===== config.mk =====
export PLATFORM = sky130hd
export DESIGN_NAME = lanectrl_pause_sequencer_flat
export DESIGN_NICKNAME = d
export VERILOG_FILES = /design/src/rtl/lanectrl_pause_sequencer_if.sv /design/src/rtl/lanectrl_pause_sequencer.sv /design/src/flat_wrapper.sv
export SDC_FILE = /design/constraint.sdc
export NUM_CORES = 1
export LEC_CHECK = 0
export ABC_CLOCK_PERIOD_IN_PS = 2200
export BUFFER_PORTS_ARGS = -buffer_cell sky130_fd_sc_hd__buf_4
export CAP_MARGIN = 0
export CORE_UTILIZATION = 49
export DETAILED_ROUTE_END_ITERATION = 10
export HOLD_SLACK_MARGIN = 0.02
export PLACE_DENSITY = 0.74
export SLEW_MARGIN = 15
export SYNTH_ARGS = -nofsm -noshare
export SYNTH_HDL_FRONTEND = slang
export SYNTH_SLANG_ARGS = --single-unit

===== constraint.sdc =====
create_clock -name CLK -period 2.2 [get_ports CLK]
set_clock_uncertainty 0.2 [all_clocks]
set_input_delay 0.33 -clock CLK [delete_from_list [all_inputs] [get_ports CLK]]
set_output_delay 0.33 -clock CLK [all_outputs]
set_load 0.01 [all_outputs]

===== src/rtl/lanectrl_pause_sequencer_if.sv =====
// Handshake bundle between the pause requesters and lanectrl_pause_sequencer.
// The master side belongs to the requesters and the slave side to the sequencer.
interface lanectrl_pause_sequencer_if #(
  parameter int NUM_REQ = 4
);
  logic [NUM_REQ-1:0] REQ;
  logic [NUM_REQ-1:0] UPD_DONE;
  logic [NUM_REQ-1:0] GNT;
  logic               HS_IO_CLK_PAUSE;
  logic               BUSY;
  logic               ERR;

  modport master (
    output REQ, UPD_DONE,
    input  GNT, HS_IO_CLK_PAUSE, BUSY, ERR
  );

  modport slave (
    input  REQ, UPD_DONE,
    output GNT, HS_IO_CLK_PAUSE, BUSY, ERR
  );
endinterface


===== src/rtl/lanectrl_pause_sequencer.sv =====
// Round-robin owner of the lane HS_IO_CLK_PAUSE input: guarded pause, grant, guard, gap.
// Optional GRANT watchdog with sticky ERR when PAUSE_TIMEOUT_EN is defined.
module lanectrl_pause_sequencer #(
  parameter int NUM_REQ        = 4,
  parameter int PRE_CYCLES     = 2,
  parameter int POST_CYCLES    = 2,
  parameter int GAP_CYCLES     = 3,
  parameter int TIMEOUT_CYCLES = 255
) (
  input logic                       CLK,
  input logic                       RESET,
  lanectrl_pause_sequencer_if.slave bus
);

  localparam int         IDX_W     = (NUM_REQ > 1) ? $clog2(NUM_REQ) : 1;
  localparam logic [3:0] PRE_LOAD  = 4'(PRE_CYCLES);
  localparam logic [3:0] POST_LOAD = 4'(POST_CYCLES);
  localparam logic [3:0] GAP_LOAD  = 4'(GAP_CYCLES);

  generate
    if (NUM_REQ < 1 || NUM_REQ > 8 ||
        PRE_CYCLES < 1 || PRE_CYCLES > 15 ||
        POST_CYCLES < 1 || POST_CYCLES > 15 ||
        GAP_CYCLES < 1 || GAP_CYCLES > 15 ||
        TIMEOUT_CYCLES < 1 || TIMEOUT_CYCLES > 255) begin : g_bad_param
      $error("lanectrl_pause_sequencer: parameter out of legal range");
    end
  endgenerate

  typedef enum logic [2:0] {
    S_IDLE,
    S_PRE,
    S_GRANT,
    S_POST,
    S_GAP
  } state_t;

  state_t             state_q, state_d;
  logic [3:0]         cnt_q, cnt_d;
  logic [IDX_W-1:0]   idx_q, idx_d;
  logic [IDX_W-1:0]   ptr_q, ptr_d;
  logic [NUM_REQ-1:0] gnt_q, gnt_d;
  logic               pause_q, pause_d;
  logic               busy_q, busy_d;
  logic               win_vld;
  logic [IDX_W-1:0]   win_idx;

`ifdef PAUSE_TIMEOUT_EN
  localparam logic [7:0] WD_LOAD = 8'(TIMEOUT_CYCLES);
  logic [7:0] wd_q, wd_d;
  logic       err_q, err_d;
`endif

  // Requester index 'offs' places after 'base', wrapping at NUM_REQ.
  function automatic logic [IDX_W-1:0] rr_idx(input logic [IDX_W-1:0] base, input int offs);
    int sum;
    sum = int'(base) + offs;
    if (sum >= NUM_REQ) sum = sum - NUM_REQ;
    return IDX_W'(sum);
  endfunction

  // ptr_q holds the highest-priority index, i.e. one past the last granted requester.
  always_comb begin
    // NOTE: every combinational output gets a default before any branch, so no latch can be inferred.
    win_vld = 1'b0;
    win_idx = '0;
    for (int i = 0; i < NUM_REQ; i++) begin
      if (!win_vld && bus.REQ[rr_idx(ptr_q, i)]) begin
        win_vld = 1'b1;
        win_idx = rr_idx(ptr_q, i);
      end
    end
  end

  always_comb begin
    state_d = state_q;
    cnt_d   = cnt_q;
    idx_d   = idx_q;
    ptr_d   = ptr_q;
`ifdef PAUSE_TIMEOUT_EN
    wd_d    = wd_q;
    err_d   = err_q;
`endif

    unique case (state_q)
      S_IDLE: begin
        if (win_vld) begin
          idx_d   = win_idx;
          cnt_d   = PRE_LOAD;
          state_d = S_PRE;
        end
      end
      S_PRE: begin
        if (cnt_q == 4'd1) begin
          if (bus.REQ[idx_q]) begin
            state_d = S_GRANT;
            ptr_d   = rr_idx(idx_q, 1);
`ifdef PAUSE_TIMEOUT_EN
            wd_d    = WD_LOAD;
`endif
          end else begin
            // Requester withdrew: still close the pause with the post guard, pointer untouched.
            state_d = S_POST;
            cnt_d   = POST_LOAD;
          end
        end else begin
          cnt_d = cnt_q - 4'd1;
        end
      end
      S_GRANT: begin
        if (bus.UPD_DONE[idx_q]) begin
          state_d = S_POST;
          cnt_d   = POST_LOAD;
        end
`ifdef PAUSE_TIMEOUT_EN
        else if (wd_q == 8'd1) begin
          state_d = S_POST;
          cnt_d   = POST_LOAD;
          err_d   = 1'b1;
        end else begin
          wd_d = wd_q - 8'd1;
        end
`endif
      end
      S_POST: begin
        if (cnt_q == 4'd1) begin
          state_d = S_GAP;
          cnt_d   = GAP_LOAD;
        end else begin
          cnt_d = cnt_q - 4'd1;
        end
      end
      S_GAP: begin
        if (cnt_q == 4'd1) begin
          state_d = S_IDLE;
        end else begin
          cnt_d = cnt_q - 4'd1;
        end
      end
      default: state_d = S_IDLE;
    endcase

    // Outputs derive from the next state and are registered, so they only move on transitions.
    pause_d = (state_d == S_PRE) || (state_d == S_GRANT) || (state_d == S_POST);
    busy_d  = (state_d != S_IDLE);
    gnt_d   = '0;
    if (state_d == S_GRANT) gnt_d[idx_d] = 1'b1;
  end

  // NOTE: sequential state uses non-blocking assignments so all registers update from pre-edge values.
  always_ff @(posedge CLK or posedge RESET) begin
    if (RESET) begin
      state_q <= S_IDLE;
      cnt_q   <= '0;
      idx_q   <= '0;
      ptr_q   <= '0;
      gnt_q   <= '0;
      pause_q <= 1'b0;
      busy_q  <= 1'b0;
    end else begin
      state_q <= state_d;
      cnt_q   <= cnt_d;
      idx_q   <= idx_d;
      ptr_q   <= ptr_d;
      gnt_q   <= gnt_d;
      pause_q <= pause_d;
      busy_q  <= busy_d;
    end
  end

`ifdef PAUSE_TIMEOUT_EN
  always_ff @(posedge CLK or posedge RESET) begin
    if (RESET) begin
      wd_q  <= '0;
      err_q <= 1'b0;
    end else begin
      wd_q  <= wd_d;
      err_q <= err_d;
    end
  end

  assign bus.ERR = err_q;
`else
  assign bus.ERR = 1'b0;
`endif

  assign bus.GNT             = gnt_q;
  assign bus.HS_IO_CLK_PAUSE = pause_q;
  assign bus.BUSY            = busy_q;

endmodule


===== src/flat_wrapper.sv =====
// flat-port wrapper written by rule: the top's interface ports become plain ports
module lanectrl_pause_sequencer_flat 
#(
  parameter int NUM_REQ        = 4,
  parameter int PRE_CYCLES     = 2,
  parameter int POST_CYCLES    = 2,
  parameter int GAP_CYCLES     = 3,
  parameter int TIMEOUT_CYCLES = 255
)
  (CLK, RESET, bus_REQ, bus_UPD_DONE, bus_GNT, bus_HS_IO_CLK_PAUSE, bus_BUSY, bus_ERR);
  lanectrl_pause_sequencer_if #(.NUM_REQ(NUM_REQ)) bus_i ();
  input logic CLK;
  input logic RESET;
  input wire logic [$bits(bus_i.REQ)-1:0] bus_REQ;
  input wire logic [$bits(bus_i.UPD_DONE)-1:0] bus_UPD_DONE;
  output wire logic [$bits(bus_i.GNT)-1:0] bus_GNT;
  output wire logic [$bits(bus_i.HS_IO_CLK_PAUSE)-1:0] bus_HS_IO_CLK_PAUSE;
  output wire logic [$bits(bus_i.BUSY)-1:0] bus_BUSY;
  output wire logic [$bits(bus_i.ERR)-1:0] bus_ERR;
  assign bus_i.REQ = bus_REQ;
  assign bus_i.UPD_DONE = bus_UPD_DONE;
  assign bus_GNT = bus_i.GNT;
  assign bus_HS_IO_CLK_PAUSE = bus_i.HS_IO_CLK_PAUSE;
  assign bus_BUSY = bus_i.BUSY;
  assign bus_ERR = bus_i.ERR;
  lanectrl_pause_sequencer #(.NUM_REQ(NUM_REQ), .PRE_CYCLES(PRE_CYCLES), .POST_CYCLES(POST_CYCLES), .GAP_CYCLES(GAP_CYCLES), .TIMEOUT_CYCLES(TIMEOUT_CYCLES)) u_core (.CLK(CLK), .RESET(RESET), .bus(bus_i));
endmodule

==> flow_metrics.env <==
export IMPL_die_y_microns=47.8
export IMPL_regToRegSetupSlack_ps=130
export IMPL_synthToLayoutAreaGrowth_pct=21.3
export IMPL_num_io_pins=17
export IMPL_syn_nets=112
export IMPL_insertion_delay_ps=300
export IMPL_drtPass1Iterations=4
export IMPL_worst_slack_ps=133
export IMPL_synth_warnings=0
export IMPL_pre_cts_ws_ps=52.0
export IMPL_maxSlewViolCount=0
export IMPL_hold_ws_ps=286
export IMPL_die_w_microns=47.8
export IMPL_crit_path_top_delay_cell="mux4_2"
export IMPL_vias=835
export IMPL_crit_path_end_kind="flip-flop"
export IMPL_postSynthAreaPerCell_sq_um=10.3
export IMPL_maxSlewHeadroom_pct=58.7
export IMPL_worstSetupStartpoint="u_core.idx_q[1]"
export IMPL_drtIter0Drc=27
export IMPL_setup_worst_path_end="u_core.cnt_q[2]"
export IMPL_design_core_area_sq_um=1960
export IMPL_portBuffers=15
export IMPL_hold_viol=0
export IMPL_tightest_slew_ps=619
export IMPL_ys_ff_latch=17
export IMPL_max_clock_freq_mhz=484
export IMPL_wl_met3_microns=67
export IMPL_synth_edf_count=0
export IMPL_cts_setup_buffers=0
export IMPL_power_density_nw_per_um2=1130
export IMPL_dp_hpwl_microns=1440
export IMPL_status="finished, final reports clean"
export IMPL_ys_types=44
export IMPL_clockRootBuffer="clkbuf_4"
export IMPL_num_antenna_cells=0
export IMPL_finalCritPeriodShare_pct=94.0
export IMPL_ys_flop_type="dfrtp_1"
export IMPL_ant_nets=0
export IMPL_nNetsFinal=136
export IMPL_h_tree_depth=1
export IMPL_period_minus_slack_ps=2070
export IMPL_met1_length_microns=891
export IMPL_clock_sinks=17
export IMPL_r2r_end="u_core.cnt_q[2]"
export IMPL_setup_violations_final=0
export IMPL_hp_class="in -> reg"
export IMPL_yosysSeqAreaShare_pct=41.3
export IMPL_track_usage_pct=20.1
export IMPL_drc=0
export IMPL_rsz0062_at_grt="false"
export IMPL_maxUsedRoutingLayer="met4"
export IMPL_synth_cells=100
export IMPL_dr_wl_met2_microns=915
export IMPL_max_cap_violations=0
export IMPL_grt_max_degree=18
export IMPL_arrival_ps=2070
export IMPL_row_count=16
export IMPL_viasPerCell=5.57
export IMPL_drive_gt1_share_pct=29.3
export IMPL_criticalPathCategory="reg -> reg"
export IMPL_crit_required_ps=2200
export IMPL_cp_max_fo=4
export IMPL_path_clk_slew_ps=110
export IMPL_syn_area_sq_um=1030
export IMPL_cts_buffers_inserted=3
export IMPL_grt_pass1_vias=741
export IMPL_r2r_cells=6
export IMPL_r2r_start="u_core.idx_q[1]"
export IMPL_wl_microns=1910
export IMPL_cts_tree="done"
export IMPL_leakagePower_nw=0.581
export IMPL_startpoint_type="flip-flop"
export IMPL_async_flop_share_pct=100
export IMPL_ir_drop_uv=610
export IMPL_slowest_delay_ps=580
export IMPL_cts_buffer_depth=2
export IMPL_wl_per_cell_microns=12.8
export IMPL_fin_tns_setup_ps=0
export IMPL_path_cells="mux4_2 > nand4b_4 > nand3_1 > nand3b_4 > buf_4 > a22o_1"
export IMPL_grt_pass1_wl_microns=3190
export IMPL_start_util_pct=52.5
export IMPL_grt_antenna_before_repair=0
export IMPL_dieArea_sq_um=2290
export IMPL_overflow=0
export IMPL_gp_congestion=0.796
-- layout make-up --
cell class                 count  area [sq um]
timing repair buffer          24           183
clock buffer                   4          26.3
sequential                    17           427
multi-input combinational     71           553
fill                         172           713
tap                           27          33.8
inverter                       7          26.3
-- flip-flops by register name, summed over array words and instances, names as in the netlist --
name and cells:
u_core.bus.GNT 4, u_core.cnt_q 4, u_core.state_q 3, u_core.idx_q 2
u_core.ptr_q 2, u_core.bus.BUSY 1, u_core.bus.HS_IO_CLK_PAUSE 1
-- synth_stat cells (all sizes together), types with 2 or more instances --
master	count	area, sq um
a21oi	4	31.3
a22o	5	43.8
buf	4	27.5
dfrtp	17	425
ha	2	25.0
inv	7	26.3
mux4	2	45.0
nand2	6	22.5
nand2b	4	25.0
nand3	3	15.0
nand3b	3	35.0
nor2	7	26.3
nor2b	3	18.8
o21ai	8	40.0
o22ai	2	12.5
or4	2	18.8
-- worst max-delay path, delay by kind of cell, from the launching register on --
family          cells  cell delay (ps)
compound gates      1              220
buf+inv             1              150
simple gates        3              390
mux                 1              580
flops               1              430
-- worst min-delay path by stage --
stage                           from  depth (start not counted)                 to
after floorplan                RESET                          1    u_core.bus.BUSY
after global routing      bus_REQ[3]                          4    u_core.idx_q[0]
after global placement         RESET                          2  u_core.state_q[2]
final                     bus_REQ[3]                          4    u_core.idx_q[0]
after detailed placement       RESET                          2  u_core.state_q[2]
after CTS                 bus_REQ[3]                          4    u_core.idx_q[0]
-- through the flow --
stage / cells / area, sq um / power, W / utilization (%)
finish: 150 / 1250 / 0.00141 / 63.6
floorplan: 100 / 1030 / 0.00103 / -
global placement: 145 / 1200 / 0.00119 / 61.4
CTS: 150 / 1240 / 0.00140 / 63.3
detailed placement: 145 / 1200 / 0.00122 / 61.4
global route: 150 / 1250 / 0.00153 / 63.6
-- placed cells by master (no fill, tap or decap), types with 2 or more instances in the layout --
master	Yosys	layout
a21oi_1	3	3
o21ai_0	6	5
nor2b_1	3	3
dfrtp_1	17	16
nor2_1	7	7
o22ai_1	2	2
mux4_2	2	2
nand3_1	3	3
inv_1	7	7
o21ai_1	2	3
ha_1	2	2
buf_4	1	23
a22o_1	5	5
nand2b_1	4	4
nand3b_1	2	2
clkbuf_4	0	3
nand2_1	6	6
-- what timing repair did --
item                                    CTS  global route
resized for setup                         0             3
endpoints found under the setup margin    0             8
endpoints found under the hold margin    17             0
hold buffers                              1             0
-- logic make-up (layout without fill, tap and decap cells) --
| logic type | after synthesis | after routing | synth area share (%) |
|---|---|---|---|
| AO/OA/AOI/OAI | 27 | 27 | 18.5 |
| XOR/XNOR | 2 | 2 | 1.70 |
| adder cells (fa/ha/maj) | 2 | 2 | 2.43 |
| flip-flops | 17 | 17 | 41.3 |
| buffers and inverters | 12 | 35 | 5.59 |
| multiplexers | 4 | 4 | 6.44 |
| AND/OR/NAND/NOR | 35 | 35 | 23.7 |
| other | 1 | 1 | 0.364 |
-- per-layer routing --
metal  global-route usage [%]  vias up
met5                        0        -
met2                     32.4       22
li1                         -      412
met1                     27.1      396
met3                     1.13        5
met4                     10.0        0
-- where the power goes --
part / total (W) / internal [W] / switching [W] / leakage, nW
combinational: 0.000694 / 0.000366 / 0.000328 / 0.358
sequential: 0.000540 / 0.000419 / 0.000121 / 0.208
clock: 0.000174 / 0.0000707 / 0.000103 / 0.0150
total: 0.00141 / 0.000856 / 0.000552 / 0.581
No activity file was read; power rests on OpenSTA's default activity.
